<file path="config.mk">
export PLATFORM = sky130hd
export DESIGN_NAME = gf180mcu_fd_sc_mcu9t5v0__rowpwr_seq
export DESIGN_NICKNAME = d
export VERILOG_FILES = /design/src/rtl/gf180mcu_fd_sc_mcu9t5v0__rowpwr_seq.sv
export SDC_FILE = /design/constraint.sdc
export NUM_CORES = 1
export LEC_CHECK = 0
export BUFFER_PORTS_ARGS = -buffer_cell sky130_fd_sc_hd__buf_2
export CAP_MARGIN = 30
export CORE_MARGIN = 2
export CORE_UTILIZATION = 54
export CTS_CLUSTER_DIAMETER = 60
export DETAILED_ROUTE_END_ITERATION = 10
export PLACE_DENSITY = 0.85
export SYNTH_ARGS = -nofsm -noshare
export SYNTH_HDL_FRONTEND = slang
export SYNTH_SLANG_ARGS = --single-unit
</file>
<file path="constraint.sdc">
create_clock -name CLK -period 2.1 [get_ports CLK]
set_input_delay 0.105 -clock CLK [delete_from_list [all_inputs] [get_ports CLK]]
set_output_delay 0.105 -clock CLK [all_outputs]
set_load 0.02 [all_outputs]
</file>
<file path="src/rtl/gf180mcu_fd_sc_mcu9t5v0__rowpwr_seq.sv">
// Row power-switch sequencer: ramps thermometer-coded row enables up and down with a
// settle gap per row, and watches the far-end power-good return for faults.
module gf180mcu_fd_sc_mcu9t5v0__rowpwr_seq #(
  parameter int unsigned ROWS    = 8,
  parameter int unsigned SETTLE  = 4,
  parameter int unsigned TIMEOUT = 64
) (
`ifdef USE_POWER_PINS
  inout  wire             VDD,
  inout  wire             VSS,
`endif
  input  logic            CLK,
  input  logic            RST,
  input  logic            REQ,
  input  logic            ACK,
  output logic [ROWS-1:0] EN,
  output logic            RDY,
  output logic            ERR
);

  // Counters are sized for the largest legal SETTLE (255) and TIMEOUT (65535).
  localparam logic [7:0]  StepLast = 8'(SETTLE - 1);
  localparam logic [15:0] TmoLast  = 16'(TIMEOUT - 1);

  typedef enum logic [2:0] {
    StOff,
    StRamp,
    StWaitAck,
    StOn,
    StDown,
    StFault
  } state_e;

  state_e          state_q, state_d;
  logic [ROWS-1:0] en_q, en_d;
  logic [7:0]      step_q, step_d;
  logic [15:0]     tmo_q, tmo_d;
  logic            rdy_q, rdy_d;
  logic            err_q, err_d;
  logic            ack_meta_q, ack_s_q;
  logic            step_done;

  // ACK comes from the far endcap with no timing relationship to CLK.
  always_ff @(posedge CLK or posedge RST) begin
    if (RST) begin
      ack_meta_q <= 1'b0;
      ack_s_q    <= 1'b0;
    end else begin
      ack_meta_q <= ACK;
      ack_s_q    <= ack_meta_q;
    end
  end

  always_ff @(posedge CLK or posedge RST) begin
    if (RST) begin
      state_q <= StOff;
      en_q    <= '0;
      step_q  <= '0;
      tmo_q   <= '0;
      rdy_q   <= 1'b0;
      err_q   <= 1'b0;
    end else begin
      state_q <= state_d;
      en_q    <= en_d;
      step_q  <= step_d;
      tmo_q   <= tmo_d;
      rdy_q   <= rdy_d;
      err_q   <= err_d;
    end
  end

  assign step_done = (step_q == StepLast);

  always_comb begin
    state_d = state_q;
    en_d    = en_q;
    step_d  = step_q;
    tmo_d   = tmo_q;

    unique case (state_q)
      StOff: begin
        if (REQ) begin
          state_d = StRamp;
          en_d    = '0;
          en_d[0] = 1'b1;
          step_d  = '0;
        end
      end

      StRamp: begin
        if (!REQ) begin
          state_d = StDown;
          step_d  = '0;
        end else if (step_done) begin
          step_d = '0;
          en_d   = {en_q[ROWS-2:0], 1'b1};
          // Top row is the one being switched on now.
          if (en_q[ROWS-2]) begin
            state_d = StWaitAck;
            tmo_d   = '0;
          end
        end else begin
          step_d = step_q + 8'd1;
        end
      end

      StWaitAck: begin
        // Timeout wins over a simultaneous power-down request.
        if (!ack_s_q && (tmo_q == TmoLast)) begin
          state_d = StFault;
          en_d    = '0;
        end else if (!REQ) begin
          state_d = StDown;
          step_d  = '0;
        end else if (ack_s_q) begin
          state_d = StOn;
        end else begin
          tmo_d = tmo_q + 16'd1;
        end
      end

      StOn: begin
        if (!ack_s_q) begin
          state_d = StFault;
          en_d    = '0;
        end else if (!REQ) begin
          state_d = StDown;
          step_d  = '0;
        end
      end

      StDown: begin
        if (step_done) begin
          step_d = '0;
          en_d   = en_q >> 1;
          if (!en_q[1]) begin
            state_d = StOff;
          end
        end else begin
          step_d = step_q + 8'd1;
        end
      end

      StFault: begin
        if (!REQ) begin
          state_d = StOff;
        end
      end

      default: begin
        state_d = StOff;
        en_d    = '0;
      end
    endcase

    rdy_d = (state_d == StOn);
    err_d = (state_d == StFault);
  end

  assign EN  = en_q;
  assign RDY = rdy_q;
  assign ERR = err_q;

endmodule

</file>
Yosys cells after proc, flatten, opt, wreduce, memory -nomap -nowiden
Index checks and enable logic that the tools add are counted.
W data, S select, Z words.
Word-level totals
  output and inout port bits: 10
  register bits after elaboration: 39
  input bits: 4
Operators by class
  add/subtract/negate cells: 2
  reductions and logical operators: 8
  multiplexer cells: 34
  bitwise logic cells: 1
  eq/ne operators: 20
Operators with widths (count)
  $mux W16: 6
  $mux W8: 12
  $pmux W8 S6: 1
  $pmux W8 S5: 1
  $mux W3: 12
  $pmux W16 S2: 1
  $ne A2 B2 Y1 const B: 11
  $pmux W3 S6: 1
  $add A16 B1 Y16 const B: 1
  $eq A16 B6 Y1 const B: 1
  $reduce_and A7 Y1: 2
  $eq A3 B2 Y1 const B: 3
  $eq A3 B3 Y1 const B: 3
  $add A8 B1 Y8 const B: 1
  $eq A8 B2 Y1 const B: 1
  $reduce_bool A5 Y1: 1
  $reduce_and A4 Y1: 1
  $eq A3 B1 Y1 const B: 1
  $logic_not A3 Y1: 1
  $reduce_bool A2 Y1: 1
  $logic_and A1 B1 Y1: 1
  $logic_not A1 Y1: 1
  $not A1 Y1: 1

Longest topological paths before layout
  depth in word-level cells: 5
  gate-level depth with buffers: 8
  mapped depth without buffers: 6

Worst setup path after synthesis
Ideal clock, no wire load.
  path kind: register -> register
  start: reg tmo_q[11]
  end: reg en_q[0] (netlist: EN[0])
  cell stages (with the launch flop): 8
  period minus slack after synthesis: 2.037 ns
  arrival time: 1.916 ns
  path buffers: 2
  slack: 0.063 ns
  cell sequence: dfrtp_1 buf_6 or4_4 nor4_4 a21oi_2 nand2b_4 buf_6 a22o_1
Between the ends
  word-level cells in the longest chain between the ends: 4
Ends and longest elaborated chain
  from (decl): RTL line 37  | logic [15:0] tmo_q, tmo_d;
  from (signal assigned): RTL line 66  | tmo_q <= tmo_d;
  $eq A16 B6 Y1: RTL line 109  | if (!ack_s_q && (tmo_q == TmoLast)) begin
  $logic_and A1 B1 Y1: RTL line 109
  $ne A2 B2 Y1 (no source line)
  $reduce_and A7 Y1 (no source line)
  to (signal assigned): RTL line 64  | en_q <= en_d;
  to (decl): RTL line 35  | logic [ROWS-1:0] en_q, en_d;
No other way between the ends.
A chain may end at the register's enable or synchronous reset.

Worst setup path after layout
  start: reg tmo_q[11]
  end: reg tmo_q[9]
Between the ends
  word-level cells in the longest chain between the ends: 4
Ends and longest elaborated chain (RTL line)
  $eq A16 B6 Y1: 109
  $logic_and A1 B1 Y1: 109
  $ne A2 B2 Y1 (no source line)
  $reduce_and A7 Y1 (no source line)
No other way between the ends.

==> qor.csv <==
stage,metric,value,unit
outcome,status,finished clean,
clock_tree,h-tree-depth,2,
detailed_routing,dr_wl_met2,2.589,mm
critical_path,cp_data_arrival_time,2.23,ns
critical_path,worstSetupPathType,reg -> reg,
critical_path,ff2ff_setup_slack,0.08,ns
critical_path,cp-start-kind,flop,
cells_and_area,stdcell_area,2571,um2
cells_and_area,areaGrowthSynthToFinish,11.93,%
power,switching_share,0.3636,
yosys,syn-num-nets,245,
floorplan,placementRows,23,
critical_path,cp_max_fo,14,
detailed_routing,dr.pass1.iters,5,
yosys,synth-seq-cells,39,
cells_and_area,drive_above_1_share,0.1977,
timing,worstMarginPinSlew,0.5774,ns
power,p_seq_frac,0.413,
cells_and_area,layout_common_cells,"39 x dfrtp_1, 29 x o21ai_0, 23 x nand2_1",
yosys,synthFlopType,dfrtp_1,
timing,fmax,495.9,MHz
power,power_frac_clock,0.250,
timing,finalSetupViolCount,0,
grt,antenna_found_initial,0,
yosys,syn_area_per_cell,9.612,um2
cells_and_area,layout_commonest_cell,dfrtp_1,
detailed_routing,drt.antenna.violating_nets,0,
yosys,yosysSeqAreaShare,0.4248,
flow_run,maxCapViolCount,0,
grt,grt-ovfl-total,0,
cells_and_area,fillers,320,
clock_tree,worstSkewPairLatency,0.29,ns
detailed_routing,routedWlPerCell,16.67,um
yosys,yosys_warnings,0,
clock_tree,cts_sinks,39,
floorplan,die_x,69.23,um
placed_design,gp_congestion,0.8762,
power,p_per_area,852.7,nW/um2
placed_design,dp_slack,0.08584,ns
timing,fin_hold_ws,0.1262,ns
timing,report.final.slew_viol_count,0,
detailed_routing,drc,0,
detailed_routing,wl,5.219,mm
clock_tree,clk_pin_slew,0.07,ns
cells_and_area,final_util,0.6337,
clock_tree,cts_buffer_depth,2,
yosys,synth_top_area_frac,0.4248,
detailed_routing,top_layer,met4,
timing,setup_slack,0.08362,ns
yosys,synthTopCellsByArea,"dfrtp_1 42%, o21ai_0 6.3%, a22o_1 4.6%, nand2_1 3.9%, buf_6 3.4%",
grt,grt_start_max_net_pins,40,
timing,fin_crit_sh,0.9602,
detailed_routing,drt_iter0_drc,214,
detailed_routing,routed-wl-met3,218,um
grt,grt_pass1_wl,8.776,mm
power,irDropWorstVdd,0.6207,mV
placed_design,port_buffers,13,
detailed_routing,viasPerCell,6.438,
yosys,synth_edf_count,0,
cells_and_area,num_antenna_cells,0,
floorplan,io_pins,14,
clock_tree,clockRootBuffer,clkbuf_8,
floorplan,dieHeight,69.23,um
power,power.switching,797.1,uW
placed_design,dp_hpwl,3.527,mm
detailed_routing,met1Wirelength,2.354,mm
timing,skew,0.003465,ns
clock_tree,cts_tree,built,
power,p_total,2193,uW
hold_path,min_path_type,in -> reg,
yosys,synth_area,2297,um2
clock_tree,cts_made_buffers,5,
timing,rsz0062_at_grt,true,
floorplan,dieArea,4792,um2
yosys,yosysTopAreaCell,dfrtp_1,
placed_design,placed_cell_area,2417,um2
grt,grt_pass1_vias,1931,
timing,slew_headroom,0.6143,
cells_and_area,num-nets-final,268,
grt,track_usage,0.2238,
power,power_leakage,0.001105,uW
power,internal-power,1395,uW
timing,hold_viol,0,
critical_path,slowest_delay,0.55,ns
floorplan,core_area,4058,um2
detailed_routing,num_vias,2015,
critical_path,critPathRequiredTime,2.31,ns
yosys,yosysUniqueCellTypes,51,
critical_path,end_kind,flop,
critical_path,path_cells,"or4_4, nor4_4, and3_4, o21ai_0, a31oi_1",
timing,finalCriticalPeriod,2.016,ns
floorplan,initial_core_util,0.5661,
yosys,netlist_instances,239,
yosys,async_flop_share,1.000,
critical_path,crit_slowest_cell,or4_4,
power,comb_power_share,0.337,
## final timing paths
check	start	to	cells after the start
setup / recovery	tmo_q[11]	tmo_q[9]	5
hold / removal	REQ	state_q[1]	2
setup reg to reg	tmo_q[11]	tmo_q[9]	5
hold reg to reg	ack_meta_q	ack_s_q	0
max in group asynchronous	RST	tmo_q[8]	4
min in group asynchronous	RST	step_q[0]	4
## power by group through the flow
stage | Sequential, uW | Combinational, uW | Clock (uW)
after detailed placement | 919 | 712 | 0
final | 906 | 738 | 549
after floorplan | 936 | 555 | 0
after CTS | 904 | 719 | 562
after global routing | 918 | 828 | 585
after global placement | 914 | 688 | 0
## worst max-delay path: cells and delay by family, from the launching register on
family | cells | cell delay (ns)
flip-flops | 1 | 0.38
AND/OR/NAND/NOR | 3 | 1.24
AO/OA/AOI/OAI | 2 | 0.31
## cells in the mapped netlist, types with 3 or more instances
cell / count
a31oi_1: 12
a22o_1: 12
o41ai_1: 4
o31ai_1: 5
nand4_1: 6
buf_4: 3
and3_1: 3
nand2_1: 24
a22o_2: 3
nor2b_1: 6
a211oi_1: 3
o21ai_0: 29
dfrtp_1: 39
clkbuf_1: 3
nor2_1: 10
and2_1: 3
buf_6: 7
nand3_1: 10
nor3_1: 3
inv_1: 6
a21oi_1: 10
nand3b_1: 3
## metrics by stage
step	TNS, ns	std cells
2_1_floorplan	0	239
6_report	0	313
4_1_cts	0	313
3_5_place_dp	0	303
3_3_place_gp	0	303
5_1_grt	-0.1238	313
## flip-flops by register name, indices dropped and copies added (netlist names)
register and flops:
ack_meta_q 1, RDY 1, EN 8, step_q 8
ERR 1, state_q 3, ack_s_q 1, tmo_q 16
## metal layers
| layer | up-vias | track usage |
|---|---|---|
| met5 | - | 0 |
| met4 | 0 | 0.09150 |
| met3 | 7 | 0.04651 |
| met2 | 59 | 0.3536 |
| met1 | 994 | 0.3004 |
| li1 | 955 | - |
## cell type report
| type | instances | area, um2 | area share |
|---|---|---|---|
| Clock buffer | 8 | 100.1 | 0.03893 |
| Inverter | 6 | 22.52 | 0.008759 |
| Multi-Input combinational cell | 181 | 1220 | 0.4745 |
| Sequential cell | 39 | 975.9 | 0.3796 |
| Tap cell | 50 | 62.56 | 0.02433 |
| Timing Repair Buffer | 29 | 190.2 | 0.07397 |
## repair_timing
action	CTS	global route
endpoints found under the setup margin	0	12
hold endpoints to repair	40	0
resized for setup	0	6
buffers inserted	0	0
hold buffers	2	0
## kinds of logic (layout without fill, tap and decap cells)
logic type / Yosys count / count (layout) / synth area share
xor gates and xnor gates: 2 / 2 / 0.007627
buffers and inverters: 19 / 43 / 0.05882
DFF: 39 / 39 / 0.4248
adders and majority gates: 2 / 2 / 0.01089
and+or+nand+nor: 84 / 84 / 0.2124
AOI/OAI and AO/OA: 93 / 93 / 0.2854
(Power assumes the default switching activity.)
